===== src/rtl/sdram_dma_initiator_if.sv =====
// Wishbone request/response bundle between the DMA initiator and the SDRAM controller port.
interface sdram_dma_initiator_if;
  logic        wb_cyc_o;
  logic        wb_stb_o;
  logic        wb_we_o;
  logic [31:0] wb_adr_o;
  logic [31:0] wb_dat_o;
  logic [31:0] wb_dat_i;
  logic        wb_ack_i;
  logic        brust_valid_i;

  modport master (
    output wb_cyc_o, wb_stb_o, wb_we_o, wb_adr_o, wb_dat_o,
    input  wb_dat_i, wb_ack_i, brust_valid_i
  );

  modport slave (
    input  wb_cyc_o, wb_stb_o, wb_we_o, wb_adr_o, wb_dat_o,
    output wb_dat_i, wb_ack_i, brust_valid_i
  );
endinterface


===== src/rtl/sdram_dma_initiator.sv =====
// Wishbone DMA initiator moving LEN words between SDRAM and a valid/ready stream.
// Optional ack timeout is enabled by defining DMA_TIMEOUT_EN.
module sdram_dma_initiator #(
  parameter logic [8:0]  ADDR_PREFIX = 9'hF0,
  parameter int unsigned LEN_W       = 12,
  parameter int unsigned FIFO_DEPTH  = 8,
  parameter int unsigned TIMEOUT     = 255
) (
  input  logic                 clk,
  input  logic                 rst,
  input  logic                 cfg_start,
  input  logic                 cfg_dir,
  input  logic [22:0]          cfg_base,
  input  logic [LEN_W-1:0]     cfg_len,
  output logic                 busy,
  output logic                 done,
  output logic                 err,
  output logic [LEN_W-1:0]     hit_cnt,
  sdram_dma_initiator_if.master wb,
  output logic [31:0]          m_data,
  output logic                 m_valid,
  input  logic                 m_ready,
  input  logic [31:0]          s_data,
  input  logic                 s_valid,
  output logic                 s_ready
);

  localparam int unsigned AW = $clog2(FIFO_DEPTH);
  localparam int unsigned CW = AW + 1;

  typedef enum logic [2:0] {StIdle, StFetch, StReq, StDrain, StDone} state_e;

  state_e           state_q;
  logic             dir_q, cyc_q, stb_q, we_q, busy_q, done_q, err_q;
  logic [20:0]      word_q;
  logic [LEN_W-1:0] remain_q, hit_q;
  logic [31:0]      dat_q;
  logic [AW-1:0]    wr_ptr_q, rd_ptr_q;
  logic [CW-1:0]    cnt_q;
  logic [31:0]      mem_q [FIFO_DEPTH];

  logic ack_ok, push, pop;
  logic unused_base;

  assign unused_base = ^cfg_base[1:0];
  assign ack_ok      = (state_q == StReq) && stb_q && wb.wb_ack_i;
  assign push        = ack_ok && !dir_q;
  assign m_valid     = (cnt_q != '0);
  assign pop         = m_valid && m_ready;
  assign m_data      = mem_q[rd_ptr_q];
  assign s_ready     = (state_q == StFetch);

  assign wb.wb_cyc_o = cyc_q;
  assign wb.wb_stb_o = stb_q;
  assign wb.wb_we_o  = we_q;
  assign wb.wb_adr_o = {ADDR_PREFIX, word_q, 2'b00};
  assign wb.wb_dat_o = dat_q;

  assign busy    = busy_q;
  assign done    = done_q;
  assign err     = err_q;
  assign hit_cnt = hit_q;

  always_ff @(posedge clk) begin
    if (push) mem_q[wr_ptr_q] <= wb.wb_dat_i;
  end

`ifdef DMA_TIMEOUT_EN
  localparam int unsigned TW = $clog2(TIMEOUT + 1);
  logic [TW-1:0] tmo_q;
`endif

  always_ff @(posedge clk) begin
    if (rst) begin
      state_q  <= StIdle;
      dir_q    <= 1'b0;
      cyc_q    <= 1'b0;
      stb_q    <= 1'b0;
      we_q     <= 1'b0;
      busy_q   <= 1'b0;
      done_q   <= 1'b0;
      err_q    <= 1'b0;
      word_q   <= '0;
      remain_q <= '0;
      hit_q    <= '0;
      dat_q    <= '0;
      wr_ptr_q <= '0;
      rd_ptr_q <= '0;
      cnt_q    <= '0;
`ifdef DMA_TIMEOUT_EN
      tmo_q    <= '0;
`endif
    end else begin
      done_q <= 1'b0;
      if (push) wr_ptr_q <= wr_ptr_q + 1'b1;
      if (pop)  rd_ptr_q <= rd_ptr_q + 1'b1;
      cnt_q <= cnt_q + CW'(push) - CW'(pop);
`ifdef DMA_TIMEOUT_EN
      tmo_q <= (stb_q && !wb.wb_ack_i) ? tmo_q + 1'b1 : '0;
`endif
      unique case (state_q)
        StIdle: begin
          if (cfg_start) begin
            dir_q    <= cfg_dir;
            word_q   <= cfg_base[22:2];
            remain_q <= cfg_len;
            err_q    <= 1'b0;
            hit_q    <= '0;
            wr_ptr_q <= '0;
            rd_ptr_q <= '0;
            cnt_q    <= '0;
            if (cfg_len == '0) begin
              done_q  <= 1'b1;
              state_q <= StDone;
            end else if (cfg_dir) begin
              busy_q  <= 1'b1;
              state_q <= StFetch;
            end else begin
              busy_q  <= 1'b1;
              cyc_q   <= 1'b1;
              stb_q   <= 1'b1;
              we_q    <= 1'b0;
              state_q <= StReq;
            end
          end
        end
        StFetch: begin
          if (s_valid) begin
            dat_q   <= s_data;
            cyc_q   <= 1'b1;
            stb_q   <= 1'b1;
            we_q    <= 1'b1;
            state_q <= StReq;
          end
        end
        StReq: begin
          if (!stb_q) begin
            // Read-mode gap cycle: only issue when the FIFO can take the beat.
            if (cnt_q < CW'(FIFO_DEPTH)) begin
              cyc_q <= 1'b1;
              stb_q <= 1'b1;
              we_q  <= 1'b0;
            end
          end else if (wb.wb_ack_i) begin
            cyc_q    <= 1'b0;
            stb_q    <= 1'b0;
            word_q   <= word_q + 1'b1;
            remain_q <= remain_q - 1'b1;
            if (wb.brust_valid_i) hit_q <= hit_q + 1'b1;
            if (remain_q == LEN_W'(1)) begin
              if (dir_q) begin
                done_q  <= 1'b1;
                busy_q  <= 1'b0;
                state_q <= StDone;
              end else begin
                state_q <= StDrain;
              end
            end else if (dir_q) begin
              state_q <= StFetch;
            end
          end
`ifdef DMA_TIMEOUT_EN
          else if (tmo_q == TW'(TIMEOUT - 1)) begin
            cyc_q   <= 1'b0;
            stb_q   <= 1'b0;
            err_q   <= 1'b1;
            done_q  <= 1'b1;
            busy_q  <= 1'b0;
            state_q <= StDone;
          end
`endif
        end
        StDrain: begin
          if (cnt_q == '0) begin
            done_q  <= 1'b1;
            busy_q  <= 1'b0;
            state_q <= StDone;
          end
        end
        StDone:  state_q <= StIdle;
        default: state_q <= StIdle;
      endcase
    end
  end

endmodule


===== src/flat_wrapper.sv =====
// flat-port wrapper written by rule: the top's interface ports become plain ports
module sdram_dma_initiator_flat 
#(
  parameter logic [8:0]  ADDR_PREFIX = 9'hF0,
  parameter int unsigned LEN_W       = 12,
  parameter int unsigned FIFO_DEPTH  = 8,
  parameter int unsigned TIMEOUT     = 255
)
  (clk, rst, cfg_start, cfg_dir, cfg_base, cfg_len, busy, done, err, hit_cnt, m_data, m_valid, m_ready, s_data, s_valid, s_ready, wb_wb_cyc_o, wb_wb_stb_o, wb_wb_we_o, wb_wb_adr_o, wb_wb_dat_o, wb_wb_dat_i, wb_wb_ack_i, wb_brust_valid_i);
  sdram_dma_initiator_if wb_i ();
  input  logic clk;
  input  logic rst;
  input  logic cfg_start;
  input  logic cfg_dir;
  input  logic [22:0] cfg_base;
  input  logic [LEN_W-1:0] cfg_len;
  output logic busy;
  output logic done;
  output logic err;
  output logic [LEN_W-1:0] hit_cnt;
  output logic [31:0] m_data;
  output logic m_valid;
  input  logic m_ready;
  input  logic [31:0] s_data;
  input  logic s_valid;
  output logic s_ready;
  output wire logic [$bits(wb_i.wb_cyc_o)-1:0] wb_wb_cyc_o;
  output wire logic [$bits(wb_i.wb_stb_o)-1:0] wb_wb_stb_o;
  output wire logic [$bits(wb_i.wb_we_o)-1:0] wb_wb_we_o;
  output wire logic [$bits(wb_i.wb_adr_o)-1:0] wb_wb_adr_o;
  output wire logic [$bits(wb_i.wb_dat_o)-1:0] wb_wb_dat_o;
  input wire logic [$bits(wb_i.wb_dat_i)-1:0] wb_wb_dat_i;
  input wire logic [$bits(wb_i.wb_ack_i)-1:0] wb_wb_ack_i;
  input wire logic [$bits(wb_i.brust_valid_i)-1:0] wb_brust_valid_i;
  assign wb_wb_cyc_o = wb_i.wb_cyc_o;
  assign wb_wb_stb_o = wb_i.wb_stb_o;
  assign wb_wb_we_o = wb_i.wb_we_o;
  assign wb_wb_adr_o = wb_i.wb_adr_o;
  assign wb_wb_dat_o = wb_i.wb_dat_o;
  assign wb_i.wb_dat_i = wb_wb_dat_i;
  assign wb_i.wb_ack_i = wb_wb_ack_i;
  assign wb_i.brust_valid_i = wb_brust_valid_i;
  sdram_dma_initiator #(.ADDR_PREFIX(ADDR_PREFIX), .LEN_W(LEN_W), .FIFO_DEPTH(FIFO_DEPTH), .TIMEOUT(TIMEOUT)) u_core (.clk(clk), .rst(rst), .cfg_start(cfg_start), .cfg_dir(cfg_dir), .cfg_base(cfg_base), .cfg_len(cfg_len), .busy(busy), .done(done), .err(err), .hit_cnt(hit_cnt), .wb(wb_i), .m_data(m_data), .m_valid(m_valid), .m_ready(m_ready), .s_data(s_data), .s_valid(s_valid), .s_ready(s_ready));
endmodule

===== config.mk =====
export PLATFORM = sky130hd
export DESIGN_NAME = sdram_dma_initiator_flat
export DESIGN_NICKNAME = d
export VERILOG_FILES = /design/src/rtl/sdram_dma_initiator_if.sv /design/src/rtl/sdram_dma_initiator.sv /design/src/flat_wrapper.sv
export SDC_FILE = /design/constraint.sdc
export NUM_CORES = 1
export LEC_CHECK = 0
export ABC_AREA = 1
export BUFFER_PORTS_ARGS = -buffer_cell sky130_fd_sc_hd__buf_2
export CORE_ASPECT_RATIO = 0.6
export CORE_UTILIZATION = 35
export DETAILED_ROUTE_END_ITERATION = 8
export HOLD_SLACK_MARGIN = 0.02
export PLACE_DENSITY_LB_ADDON = 0.12
export REMOVE_ABC_BUFFERS = 1
export SETUP_SLACK_MARGIN = 0.1
export SYNTH_ARGS = -nofsm -noshare
export SYNTH_HDL_FRONTEND = slang
export SYNTH_SLANG_ARGS = --single-unit
export TNS_END_PERCENT = 100

===== constraint.sdc =====
create_clock -name clk -period 8.15 [get_ports clk]
set_clock_uncertainty 0.15 [all_clocks]
set_input_delay 0.4075 -clock clk [delete_from_list [all_inputs] [get_ports clk]]
set_output_delay 0.4075 -clock clk [all_outputs]
set_load 0.02 [all_outputs]

==> run_results.csv <==
group,metric,value,unit
outcome,status,"complete, no violations",
finish,post-route-util,0.442,
setup_path,crit_required,7.59,ns
power_and_ir_drop,combPwrFrac,0.276,
finish,fillers,4076,
synth,synthArstFlopShare,0,
finish,fin_area,18600,um^2
timing,worst_pin_slew,1.06,ns
finish,nets,1927,
timing,fin_ws,3.93,ns
routing,antenna_left,0,
routing,drt_iter0_drc,811,
synth,yosys_warnings,0,
timing,setup_viol,0,
power_and_ir_drop,swShare,0.349,
die,die_area,44000,um^2
synth,yosysMostFrequentCell,"nor2_1",
clocking,cts_resized,0,
synth,syn_area_per_cell,9.70,um^2
routing,vias,11800,
die,die_h,163,um
setup_path,arrival,3.67,ns
clocking,clkTransAtPathRegs,0.06,ns
timing,finalHoldViolCount,0,
timing,hold-worst-slack,0.0611,ns
timing,slew_headroom,0.295,
power_and_ir_drop,p_sw,1.93,mW
clocking,root_buffer,"clkbuf_16",
setup_path,endpoint,"m_data[0]",
power_and_ir_drop,intPower,3.60,mW
clocking,cts_buffers,37,
finish,ff_latch_area,9610,um^2
die,initial_utilization,0.358,
timing,min_period,4.22,ns
setup_path,reg2reg_depth,11,
clocking,clk_latency,0.53,ns
clocking,h-tree-depth,2,
global_routing,grt_overflow,0,
clocking,postCtsSetupBuffers,0,
timing,tns,0,ns
die,fp-row-count,58,
job,maxCapViolCount,0,
synth,synth_area_leaders,"edfxtp_1, dfxtp_1, nor2_1",
synth,synth_top_area_cell,"edfxtp_1",
power_and_ir_drop,leakage,6.98,nW
setup_path,critPathLaunchType,"register",
power_and_ir_drop,clock_power_share,0.329,
clocking,cts_tree,"built",
synth,netlist.area_leader.share,0.510,
setup_path,critPathCaptureType,"primary output",
finish,area_delta_synth_final,23.5,%
global_routing,grt_pass1_vias,11300,
routing,avgRoutedWirePerCell,17.3,um
setup_path,cp-startpoint,"u_core.rd_ptr_q[0]",
finish,layout-drive-gt1-share,0.175,
setup_path,r2r_start,"u_core.state_q[0]",
worst_hold_path,holdCritPathClass,"input port to register",
power_and_ir_drop,ir_worst_vdd,122,uV
place,place_area,16600,um^2
timing,period_share,0.518,
timing,rsz0062_at_grt,"no",
finish,multi_input_area,4880,um^2
power_and_ir_drop,seq_power_share,0.395,
synth,syn_inst,1556,
global_routing,grt_max_degree,74,
setup_path,regToRegEndpoint,"u_core.mem_q[4][23]",
synth,ys_seq_area_frac,0.637,
setup_path,critical_path.max_fanout,73,
timing,fmax,237,MHz
die,ioPinCount,223,
routing,drc_errors,0,
synth,synth_cell_types,40,
routing,firstDrtPassIters,6,
synth,synth_edf_count,256,
synth,synth-seq-cells,352,
synth,netlist_area,15100,um^2
place,dp_hpwl,24.8,mm
die,core_area,42200,um^2
clocking,cts_buffer_depth,3,
synth,synth_common_cells,"nor2_1, edfxtp_1, o21ai_0, nand2_1, dfxtp_1",
place,gp_congestion,0.856,
global_routing,grt_pass1_wl,65.0,mm
clocking,numClockSinks,352,
global_routing,grt_antenna_before_repair,0,
timing,drv_slew,0,
place,post-place-ws,4.36,ns
synth,ys.flop_type,"edfxtp_1",
power_and_ir_drop,p_per_area,297,nW/um^2
die,fp.dieW,270,um
setup_path,path_class,"register to primary output",
finish,n_antenna_cell,0,
setup_path,regToRegSetupSlack,4.44,ns
worst_hold_path,worstHoldStart,"wb_wb_ack_i",
clocking,cts.hold.buffers_added,67,
place,port_buffers,208,
global_routing,grt.total_usage,0.188,
routing,via_per_inst,4.92,
routing,wirelength,41.7,mm
-- stage by stage --
| stage | std cells | power, mW |
|---|---|---|
| after global placement | 2272 | 3.72 |
| after CTS | 2407 | 5.59 |
| after detailed placement | 2272 | 3.73 |
| after floorplan | 1474 | 3.18 |
| after global routing | 2407 | 5.85 |
| final | 2407 | 5.53 |
-- cell families (layout without fill, tap and decap cells) --
| kind of cell | Yosys count | in the layout | share of synthesized area |
|---|---|---|---|
| AO/OA/AOI/OAI | 331 | 331 | 0.117 |
| XOR/XNOR | 8 | 8 | 0.00464 |
| adder cells (fa/ha/maj) | 12 | 12 | 0.0104 |
| buffers and inverters | 159 | 430 | 0.0449 |
| flip-flops | 352 | 352 | 0.637 |
| other | 2 | 12 | 0.000498 |
| AND/OR/NAND/NOR | 692 | 692 | 0.185 |
-- layout by cell type, fill, tap and decap left out, types with 3 or more instances in the layout --
cell	n
ha_1	11
a21oi_1	60
xor2_1	5
a31oi_1	34
clkinv_2	7
clkbuf_1	4
o22ai_1	33
nand2_1	183
edfxtp_1	256
clkbuf_8	5
dlygate4sd3_1	67
nor3_1	7
nand4_1	14
dfxtp_1	94
nor2_1	411
o21a_1	3
bufinv_16	5
clkbuf_16	39
nand3_1	49
buf_2	208
o21ai_0	195
conb_1	12
nor3_2	9
xnor2_1	3
buf_4	20
inv_1	59
nor2_4	3
clkinv_1	5
inv_2	6
nand2_2	5
-- power groups by stage --
stage | registers, mW | logic (mW) | clock network [mW]
6_report | 2.19 | 1.53 | 1.82
5_1_grt | 2.20 | 1.71 | 1.94
4_1_cts | 2.18 | 1.54 | 1.87
3_5_place_dp | 2.22 | 1.51 | 0
3_3_place_gp | 2.22 | 1.50 | 0
2_1_floorplan | 2.30 | 0.882 | 0
-- routing by layer --
metal,global-route usage,vias up,wire [um],part of all wire
met1,0.283,5634,21200,0.51
met2,0.278,311,17500,0.42
met4,0.0470,0,864,0.021
met3,0.0320,58,2180,0.052
met5,0,-,0,0
li1,-,5840,-,-
-- worst max-delay path: stages (launching register included) --
cell and delay [ns]:
dfxtp_4 0.81, clkinv_2 0.82, buf_4 0.59, o21ai_0 0.26, o22ai_1 0.09, nor2_1 0.14
a31oi_1 0.09, buf_2 0.23
-- cell type report --
cell class	instances	share of cell area
inverters	67	0.0136
repair buffers	295	0.0999
clock buffers	48	0.0569
clock inverters	20	0.0135
well taps	570	0.0383
flip-flops and latches	352	0.516
multi-input cells	1055	0.262
-- how the worst min path moves through the flow --
stage	cells after the start	endpoint	slack, ns
finish	4	u_core.busy	0.06
global route	4	u_core.busy	0.05
CTS	4	u_core.busy	0.03
detailed placement	2	u_core.wb.wb_cyc_o	0.30
global placement	2	u_core.wb.wb_cyc_o	0.29
floorplan	2	u_core.remain_q[9]	0.28
-- sequential cells by signal, summed over array words and instances (netlist names) --
signal	flops
u_core.done	1
u_core.rd_ptr_q	3
u_core.wb.wb_stb_o	1
u_core.wb.wb_we_o	1
u_core.mem_q	256
u_core.word_q	21
u_core.wr_ptr_q	3
u_core.cnt_q	4
u_core.hit_cnt	12
u_core.wb.wb_dat_o	32
u_core.remain_q	12
u_core.dir_q	1
u_core.wb.wb_cyc_o	1
u_core.busy	1
u_core.state_q	3
No activity file was read; power rests on OpenSTA's default activity.
